$ cat config.mk
export PLATFORM = sky130hd
export DESIGN_NAME = seq_detect_ctrl
export DESIGN_NICKNAME = d
export VERILOG_FILES = /design/src/rtl/seq_detect_ctrl.sv
export SDC_FILE = /design/constraint.sdc
export NUM_CORES = 1
export LEC_CHECK = 0
export ABC_AREA = 0
export BUFFER_PORTS_ARGS = -buffer_cell sky130_fd_sc_hd__buf_4
export CAP_MARGIN = 20
export CORE_UTILIZATION = 50
export DETAILED_ROUTE_END_ITERATION = 16
export PLACE_DENSITY = 0.72
export REMOVE_ABC_BUFFERS = 1
export SLEW_MARGIN = 25
export SYNTH_ARGS = -nofsm -noshare
export SYNTH_HDL_FRONTEND = slang
export SYNTH_SLANG_ARGS = --single-unit
$ cat constraint.sdc
create_clock -name clk -period 3.55 [get_ports clk]
set_input_delay 0 -clock clk [delete_from_list [all_inputs] [get_ports clk]]
set_output_delay 0 -clock clk [all_outputs]
set_load 0.01 [all_outputs]
$ cat src/rtl/seq_detect_ctrl.sv
// Serial bit-pattern detector with a run controller: counts matches of a
// programmable 1..MAXLEN-bit pattern and stops after a target count.
module seq_detect_ctrl #(
  parameter  int MAXLEN = 8,
  localparam int LW     = $clog2(MAXLEN + 1)
) (
  input  logic              clk,
  input  logic              rst,
  input  logic              cfg_we,
  input  logic [MAXLEN-1:0] cfg_pattern,
  input  logic [LW-1:0]     cfg_len,
  input  logic              cfg_overlap,
  input  logic [7:0]        cfg_target,
  input  logic              start,
  input  logic              abort,
  input  logic              din,
  input  logic              din_valid,
  output logic              match,
  output logic [7:0]        match_count,
  output logic              busy,
  output logic              done,
  output logic              cfg_err
);

  typedef enum logic [1:0] {
    S_IDLE = 2'd0,
    S_RUN  = 2'd1,
    S_DONE = 2'd2
  } state_t;

  state_t            state_q, state_d;
  logic [MAXLEN-1:0] pat_q, pat_d;
  logic [LW-1:0]     len_q, len_d;
  logic              ovl_q, ovl_d;
  logic [7:0]        tgt_q, tgt_d;
  logic [MAXLEN-1:0] hist_q, hist_d;
  logic [LW-1:0]     fill_q, fill_d;
  logic [7:0]        cnt_q, cnt_d;
  logic              match_q, match_d;
  logic              err_q, err_d;

  logic              len_ok;
  logic              accept;
  logic              fill_ok;
  logic              hit;
  logic [MAXLEN-1:0] shifted;
  logic [MAXLEN-1:0] mask;
  logic [7:0]        cnt_inc;
  logic [LW-1:0]     fill_inc;

  always_ff @(posedge clk) begin
    if (rst) begin
      state_q <= S_IDLE;
      pat_q   <= MAXLEN'(8'h0B);
      len_q   <= LW'(4);
      ovl_q   <= 1'b1;
      tgt_q   <= 8'd0;
      hist_q  <= '0;
      fill_q  <= '0;
      cnt_q   <= 8'd0;
      match_q <= 1'b0;
      err_q   <= 1'b0;
    end else begin
      state_q <= state_d;
      pat_q   <= pat_d;
      len_q   <= len_d;
      ovl_q   <= ovl_d;
      tgt_q   <= tgt_d;
      hist_q  <= hist_d;
      fill_q  <= fill_d;
      cnt_q   <= cnt_d;
      match_q <= match_d;
      err_q   <= err_d;
    end
  end

  // A match needs enough fresh bits (fill) and the low len bits to agree.
  always_comb begin
    len_ok   = (len_q != '0) && (len_q <= LW'(MAXLEN));
    accept   = (state_q == S_RUN) && din_valid;
    shifted  = {hist_q[MAXLEN-2:0], din};
    mask     = ~({MAXLEN{1'b1}} << len_q);
    fill_ok  = ({1'b0, fill_q} + 1'b1) >= {1'b0, len_q};
    hit      = accept && fill_ok && ((shifted & mask) == (pat_q & mask));
    cnt_inc  = (cnt_q == 8'hFF) ? cnt_q : cnt_q + 8'd1;
    fill_inc = (fill_q == LW'(MAXLEN)) ? fill_q : fill_q + 1'b1;
  end

  always_comb begin
    state_d = state_q;
    pat_d   = pat_q;
    len_d   = len_q;
    ovl_d   = ovl_q;
    tgt_d   = tgt_q;
    hist_d  = hist_q;
    fill_d  = fill_q;
    cnt_d   = cnt_q;
    match_d = 1'b0;
    err_d   = 1'b0;

    // Priority: abort, then start, then bit acceptance.
    if (abort) begin
      state_d = S_IDLE;
      fill_d  = '0;
    end else if (start) begin
      if (len_ok) begin
        state_d = S_RUN;
        cnt_d   = 8'd0;
        hist_d  = '0;
        fill_d  = '0;
      end else begin
        err_d = 1'b1;
      end
    end else if (accept) begin
      hist_d = shifted;
      fill_d = fill_inc;
      if (hit) begin
        match_d = 1'b1;
        cnt_d   = cnt_inc;
        if (!ovl_q) fill_d = '0;
        if ((tgt_q != 8'd0) && (cnt_inc == tgt_q)) state_d = S_DONE;
      end
    end

    if (cfg_we && (state_q != S_RUN)) begin
      pat_d = cfg_pattern;
      len_d = cfg_len;
      ovl_d = cfg_overlap;
      tgt_d = cfg_target;
    end
  end

  assign match       = match_q;
  assign match_count = cnt_q;
  assign busy        = (state_q == S_RUN);
  assign done        = (state_q == S_DONE);
  assign cfg_err     = err_q;

endmodule

## Yosys cells after proc, flatten, opt, wreduce, memory -nomap -nowiden

Cells that the tools add are included.
Widths: inputs -> output; s select.

| storage, ports and cells | value |
|---|---|
| register bits | 44 |
| input bits | 28 |
| output and inout port bits | 12 |
| word-level logic and storage cells | 68 |

| operators by class | value |
|---|---|
| add/sub/neg operators | 3 |
| $lt $le $gt $ge | 2 |
| equal/unequal tests | 8 |
| shift-type cells | 1 |
| multiplexer cells | 20 |
| bitwise logic cells | 6 |
| reductions and logical operators | 18 |

Operators by type and width:

| kind | number |
|---|---|
| $mux 8 | 5 |
| $mux 4 | 6 |
| $and 8x8->8 | 2 |
| $eq 8x8->1 | 2 |
| $mux 7 | 2 |
| $mux 2 | 5 |
| $add 8x1->8 const B | 1 |
| $eq 8x8->1 const B | 1 |
| $not 8->8 | 1 |
| $reduce_and 4->1 | 2 |
| $reduce_bool 8->1 | 1 |
| $shl 8x4->8 const A | 1 |
| $logic_and 1x1->1 | 6 |
| $reduce_bool 2->1 | 3 |
| $add 4x1->5 const B | 1 |
| $ge 5x4->1 | 1 |
| $add 4x1->4 const B | 1 |
| $eq 4x4->1 const B | 1 |
| $le 4x4->1 const B | 1 |
| $ne 2x1->1 const B | 2 |
| $reduce_bool 4->1 | 1 |
| $reduce_or 4->1 | 1 |
| $not 1->1 | 3 |
| $reduce_and 3->1 | 1 |
| other kinds (6) | 7 |

## Depth between registers and ports, before layout

| logic depth | value |
|---|---|
| depth in word-level cells | 8 |
| gate-level depth with buffers | 10 |
| mapped depth without buffers | 9 |

## Least setup slack after synthesis

OpenSTA, ideal clock, no wires.

| timing | value |
|---|---|
| kind | register -> register |
| start | register fill_q[0] |
| end | register cnt_q[5], in the netlist match_count[5] |
| setup time | 0.070 ns |
| arrival | 2.597 ns |
| data required time | 3.480 ns |
| setup slack | 0.883 ns |
| cell stages (with the launch flop) | 11 |
| path buffers | 1 |
| period minus slack after synthesis | 2.667 ns |
| cells stage by stage | dfxtp_1 -> inv_1 -> ha_1 -> ha_1 -> a211oi_1 -> o21a_1 -> or4_1 -> o22a_1 -> buf_6 -> or4_1 -> a21oi_1 |

| between the ends | value |
|---|---|
| cells in the longest elaborated chain, start to end | 6 |

RTL lines:

| item | line | source |
|---|---|---|
| start, declared | 37 | `logic [LW-1:0] fill_q, fill_d;` |
| start signal, assigned | 70 | `fill_q <= fill_d;` |
| $add 4x1->5 | 83 | `fill_ok = ({1'b0, fill_q} + 1'b1) >= {1'b0, len_q};` |
| $ge 5x4->1 | 83 |  |
| $logic_and 1x1->1 (2 in series) | 84 | `hit = accept && fill_ok && ((shifted & mask) == (pat_q & mask));` |
| $reduce_bool 2->1 (no source line) | n/a |  |
| $reduce_and 4->1 (no source line) | n/a |  |
| end signal, assigned | 71 | `cnt_q <= cnt_d;` |
| end, declared | 38 | `logic [7:0] cnt_q, cnt_d;` |

Every way passes these cells.
A chain may end at the register's enable or synchronous reset.

## Worst setup path after layout

| timing | value |
|---|---|
| start | register len_q[0] |
| end | register cnt_q[5], in the netlist match_count[5] |

| between the ends | value |
|---|---|
| cells in the longest elaborated chain, start to end | 7 |
| elaborated cells on any way between the ends | 14 |
| those cells by class | order compare: 2; eq/ne: 2; shift: 1; bitwise: 3; reduce/logical: 6 |

RTL lines:

| item | line | source |
|---|---|---|
| start, declared | 33 | `logic [LW-1:0] len_q, len_d;` |
| start signal, assigned | 66 | `len_q <= len_d;` |
| $shl 8x4->8 | 82 | `mask = ~({MAXLEN{1'b1}} << len_q);` |
| $not 8->8 | 82 |  |
| $and 8x8->8 | 84 |  |
| $eq 8x8->1 | 84 |  |
| $logic_and 1x1->1 | 84 |  |
| $reduce_bool 2->1 (no source line) | n/a |  |
| $reduce_and 4->1 (no source line) * | n/a |  |

Mark *: on every way between the ends. The rest lies on a longest branch, timed or not.

==> impl_metrics.env <==
export IMPL_grt_usage=0.2373
export IMPL_syn2layout_area_growth_pct=25.27
export IMPL_wl_per_cell_um=13.72
export IMPL_holdPathStages=3
export IMPL_routed_via_count=2247
export IMPL_crit_chain="or4_1 > a222oi_1 > nand4_1 > or4_1 > o22a_1 > or4_1 > a21oi_1"
export IMPL_dp_cells=375
export IMPL_startpoint="len_q[0]"
export IMPL_coreArea_um2=4444
export IMPL_fin_tns_setup_ns=0
export IMPL_nNetsFinal=388
export IMPL_power_density_nw_per_um2=342.5
export IMPL_synth_cell_types=51
export IMPL_cpMostUsedCell="or4_1"
export IMPL_ys_seq_area_frac=0.3745
export IMPL_skew_ns=0.006145
export IMPL_leakage_nw=1.198
export IMPL_cts_made_buffers=5
export IMPL_synth_top_flop_cell="dfxtp_1"
export IMPL_hold_viol=0
export IMPL_crit_slowest_cell="or4_1"
export IMPL_cts_root_buf="clkbuf_8"
export IMPL_finalCriticalPeriod_ns=2.867
export IMPL_rsz0062_at_grt="no"
export IMPL_ctsHoldBuffers=23
export IMPL_critPathLaunchType="flip-flop"
export IMPL_ant_nets=0
export IMPL_post_route_util=0.6630
export IMPL_critPathKind="flip-flop to flip-flop"
export IMPL_grt_max_degree=43
export IMPL_dp_hpwl_um=3722
export IMPL_h_tree_depth=2
export IMPL_io_buffers=39
export IMPL_worstSkewPairLatency_ns=0.30
export IMPL_ys_warn_count=0
export IMPL_hold_class="primary input to flip-flop"
export IMPL_syn_cell_area_um2=2352
export IMPL_r2r_end="match_count[5]"
export IMPL_routed_wl_um=5572
export IMPL_clk_path_buf_depth=2
export IMPL_num_rows=24
export IMPL_yosysTopAreaCell="dfxtp_1"
export IMPL_cp_arrival_ns=3.10
export IMPL_drc=4
export IMPL_yosys_top_cells_area="dfxtp_1 (37%), nand2_1 (8.6%), a21oi_1 (7.2%)"
export IMPL_start_util=0.5293
export IMPL_layout_drive_gt1_share=0.1525
export IMPL_max_freq_mhz=348.8
export IMPL_worst_path_max_fanout=10
export IMPL_peakVddDrop_v=0.0002529
export IMPL_grt_pass1_wl_um=9397
export IMPL_synth_top_cell_area_share=0.3745
export IMPL_ctsResizeCount=0
export IMPL_cp_required_ns=3.78
export IMPL_finalSetupViolCount=0
export IMPL_synth_edff_count=0
export IMPL_path_delay_family="simple AND/OR/NAND/NOR gates"
export IMPL_violations="design-rule violations"
export IMPL_die_area_um2=4983
export IMPL_cap_violations=0
export IMPL_slew_viol_final=0
export IMPL_hp_start="din_valid"
export IMPL_async_flop_share=0
export IMPL_r2r_slack_ns=0.68
export IMPL_ioPinCount=40
export IMPL_worstMarginPinSlew_ns=0.4611
export IMPL_critPathMaxStageDelay_ns=0.54
export IMPL_cts_sinks=44
export IMPL_hold_path_endpoint="match"
export IMPL_rr_startpoint="len_q[0]"
export IMPL_cts_tree="done"
export IMPL_postCtsSetupRepairBufs=0
export IMPL_fp_dieH_um=70.59
export IMPL_grt_antenna_before_repair=0
export IMPL_antennaDiodeCount=0
export IMPL_synth_avg_cell_area_um2=7.867
export IMPL_viasPerCell=5.534
export IMPL_place_congestion=0.9242
export IMPL_first_global_vias=2062
export IMPL_slew_limit_headroom=0.6908
export IMPL_cp_end_kind="flip-flop"
export IMPL_dr_pass1_iters=11
export IMPL_status="finished with violations"
export IMPL_ys_ff_latch=44
export IMPL_dr_first_iter_drc_count=397
export IMPL_fill_cells=390
export IMPL_dieWidth_um=70.59
export IMPL_fin_cells=406
export IMPL_clk_pin_slew_worst_paths_ns=0.08
export IMPL_syn_inst=299
export IMPL_reg2regPathDepth=7
export IMPL_critPathBufInv=0
export IMPL_final_period_utilization=0.8077
export IMPL_grt_overflow=0
==> power by group <==
part / total, mW / switching, mW / internal [mW]
clock network: 0.324 / 0.166 / 0.158
logic: 0.155 / 0.0769 / 0.0782
registers: 0.530 / 0.0189 / 0.511
total: 1.01 / 0.262 / 0.747
==> metrics by stage <==
stage	area [um^2]	setup slack, ns	total power [mW]	hold WS, ns
after floorplan	2250	0.9073	0.6139	0.06907
after global placement	2623	0.7991	0.6734	0.2084
after detailed placement	2623	0.7400	0.6750	0.2149
after CTS	2947	0.6932	1.013	0.02252
after global routing	2947	0.5041	1.057	0.05032
final	2947	0.6827	1.009	0.03311
==> cell families (layout without fill, tap and decap cells) <==
logic type,Yosys count,in the layout,share of synthesized area
buffers and inverters,26,81,0.05797
multiplexers,3,3,0.01330
XOR/XNOR,17,17,0.06330
AO/OA/AOI/OAI,74,74,0.1963
AND/OR/NAND/NOR,128,128,0.2574
flip-flops,44,44,0.3745
adder cells (fa/ha/maj),7,7,0.03723
==> cells in the final DEF, fill, tap and decap left out, types with 2 or more instances in the layout <==
cell type	instances
a211oi_1	5
a21oi_1	34
a22oi_1	8
a311oi_1	2
a31oi_1	4
and3_1	4
buf_4	41
clkbuf_8	6
dfxtp_1	44
dlygate4sd3_1	23
ha_1	7
inv_1	8
mux2i_1	2
nand2_1	54
nand2b_1	2
nand3_1	9
nand3b_1	5
nand4_1	4
nor2_1	21
nor2b_1	3
nor3_1	11
nor4_1	3
o21ai_0	7
or2_2	2
or3_1	2
or4_1	3
xnor2_1	7
xor2_1	10
==> worst reg2reg max path, delay by kind of cell, from the launching register on <==
family | cells | cell delay (ns)
and+or+nand+nor | 4 | 1.67
DFF | 1 | 0.38
AOI/OAI and AO/OA | 3 | 0.76
==> final cells by class <==
| type | instances | area [um^2] | area share |
|---|---|---|---|
| multi-input combinational | 229 | 1335 | 0.4531 |
| clock inverter | 1 | 7.507 | 0.002548 |
| sequential | 44 | 880.8 | 0.2989 |
| inverter | 9 | 33.78 | 0.01146 |
| tap | 52 | 65.06 | 0.02208 |
| timing repair buffer | 64 | 538.0 | 0.1826 |
| clock buffer | 7 | 86.33 | 0.02930 |
==> sequential cells by signal, summed over array words and instances (netlist names) <==
signal and count:
match_count 8, pat_q 8, tgt_q 8, hist_q 7, fill_q 4, len_q 4
state_q 2, cfg_err 1, match 1, ovl_q 1
==> cells in the mapped netlist, types with 5 or more instances <==
| master | number |
|---|---|
| nor3_1 | 11 |
| clkbuf_1 | 9 |
| nand3_1 | 9 |
| ha_1 | 7 |
| nor2_1 | 21 |
| dfxtp_1 | 44 |
| xnor2_1 | 7 |
| a22oi_1 | 8 |
| nand3b_1 | 5 |
| a211oi_1 | 5 |
| nand2_1 | 54 |
| inv_1 | 8 |
| o21ai_0 | 8 |
| a21oi_1 | 34 |
| xor2_1 | 10 |
==> layer usage <==
layer	up-vias	global-route usage	share of wire
li1	1164	-	-
met1	1011	0.3297	0.48
met2	65	0.3786	0.46
met3	7	0.04986	0.051
met4	0	0.06222	0.011
met5	-	0	0
==> worst max path at each step <==
stage | to | slack [ns] | cells after the start
2_1_floorplan | match_count[5] | 0.91 | 9
5_1_grt | match_count[5] | 0.50 | 7
3_3_place_gp | match_count[5] | 0.80 | 7
3_5_place_dp | match_count[5] | 0.74 | 7
6_report | match_count[5] | 0.68 | 7
4_1_cts | match_count[5] | 0.69 | 7
No activity file was read; power rests on OpenSTA's default activity.
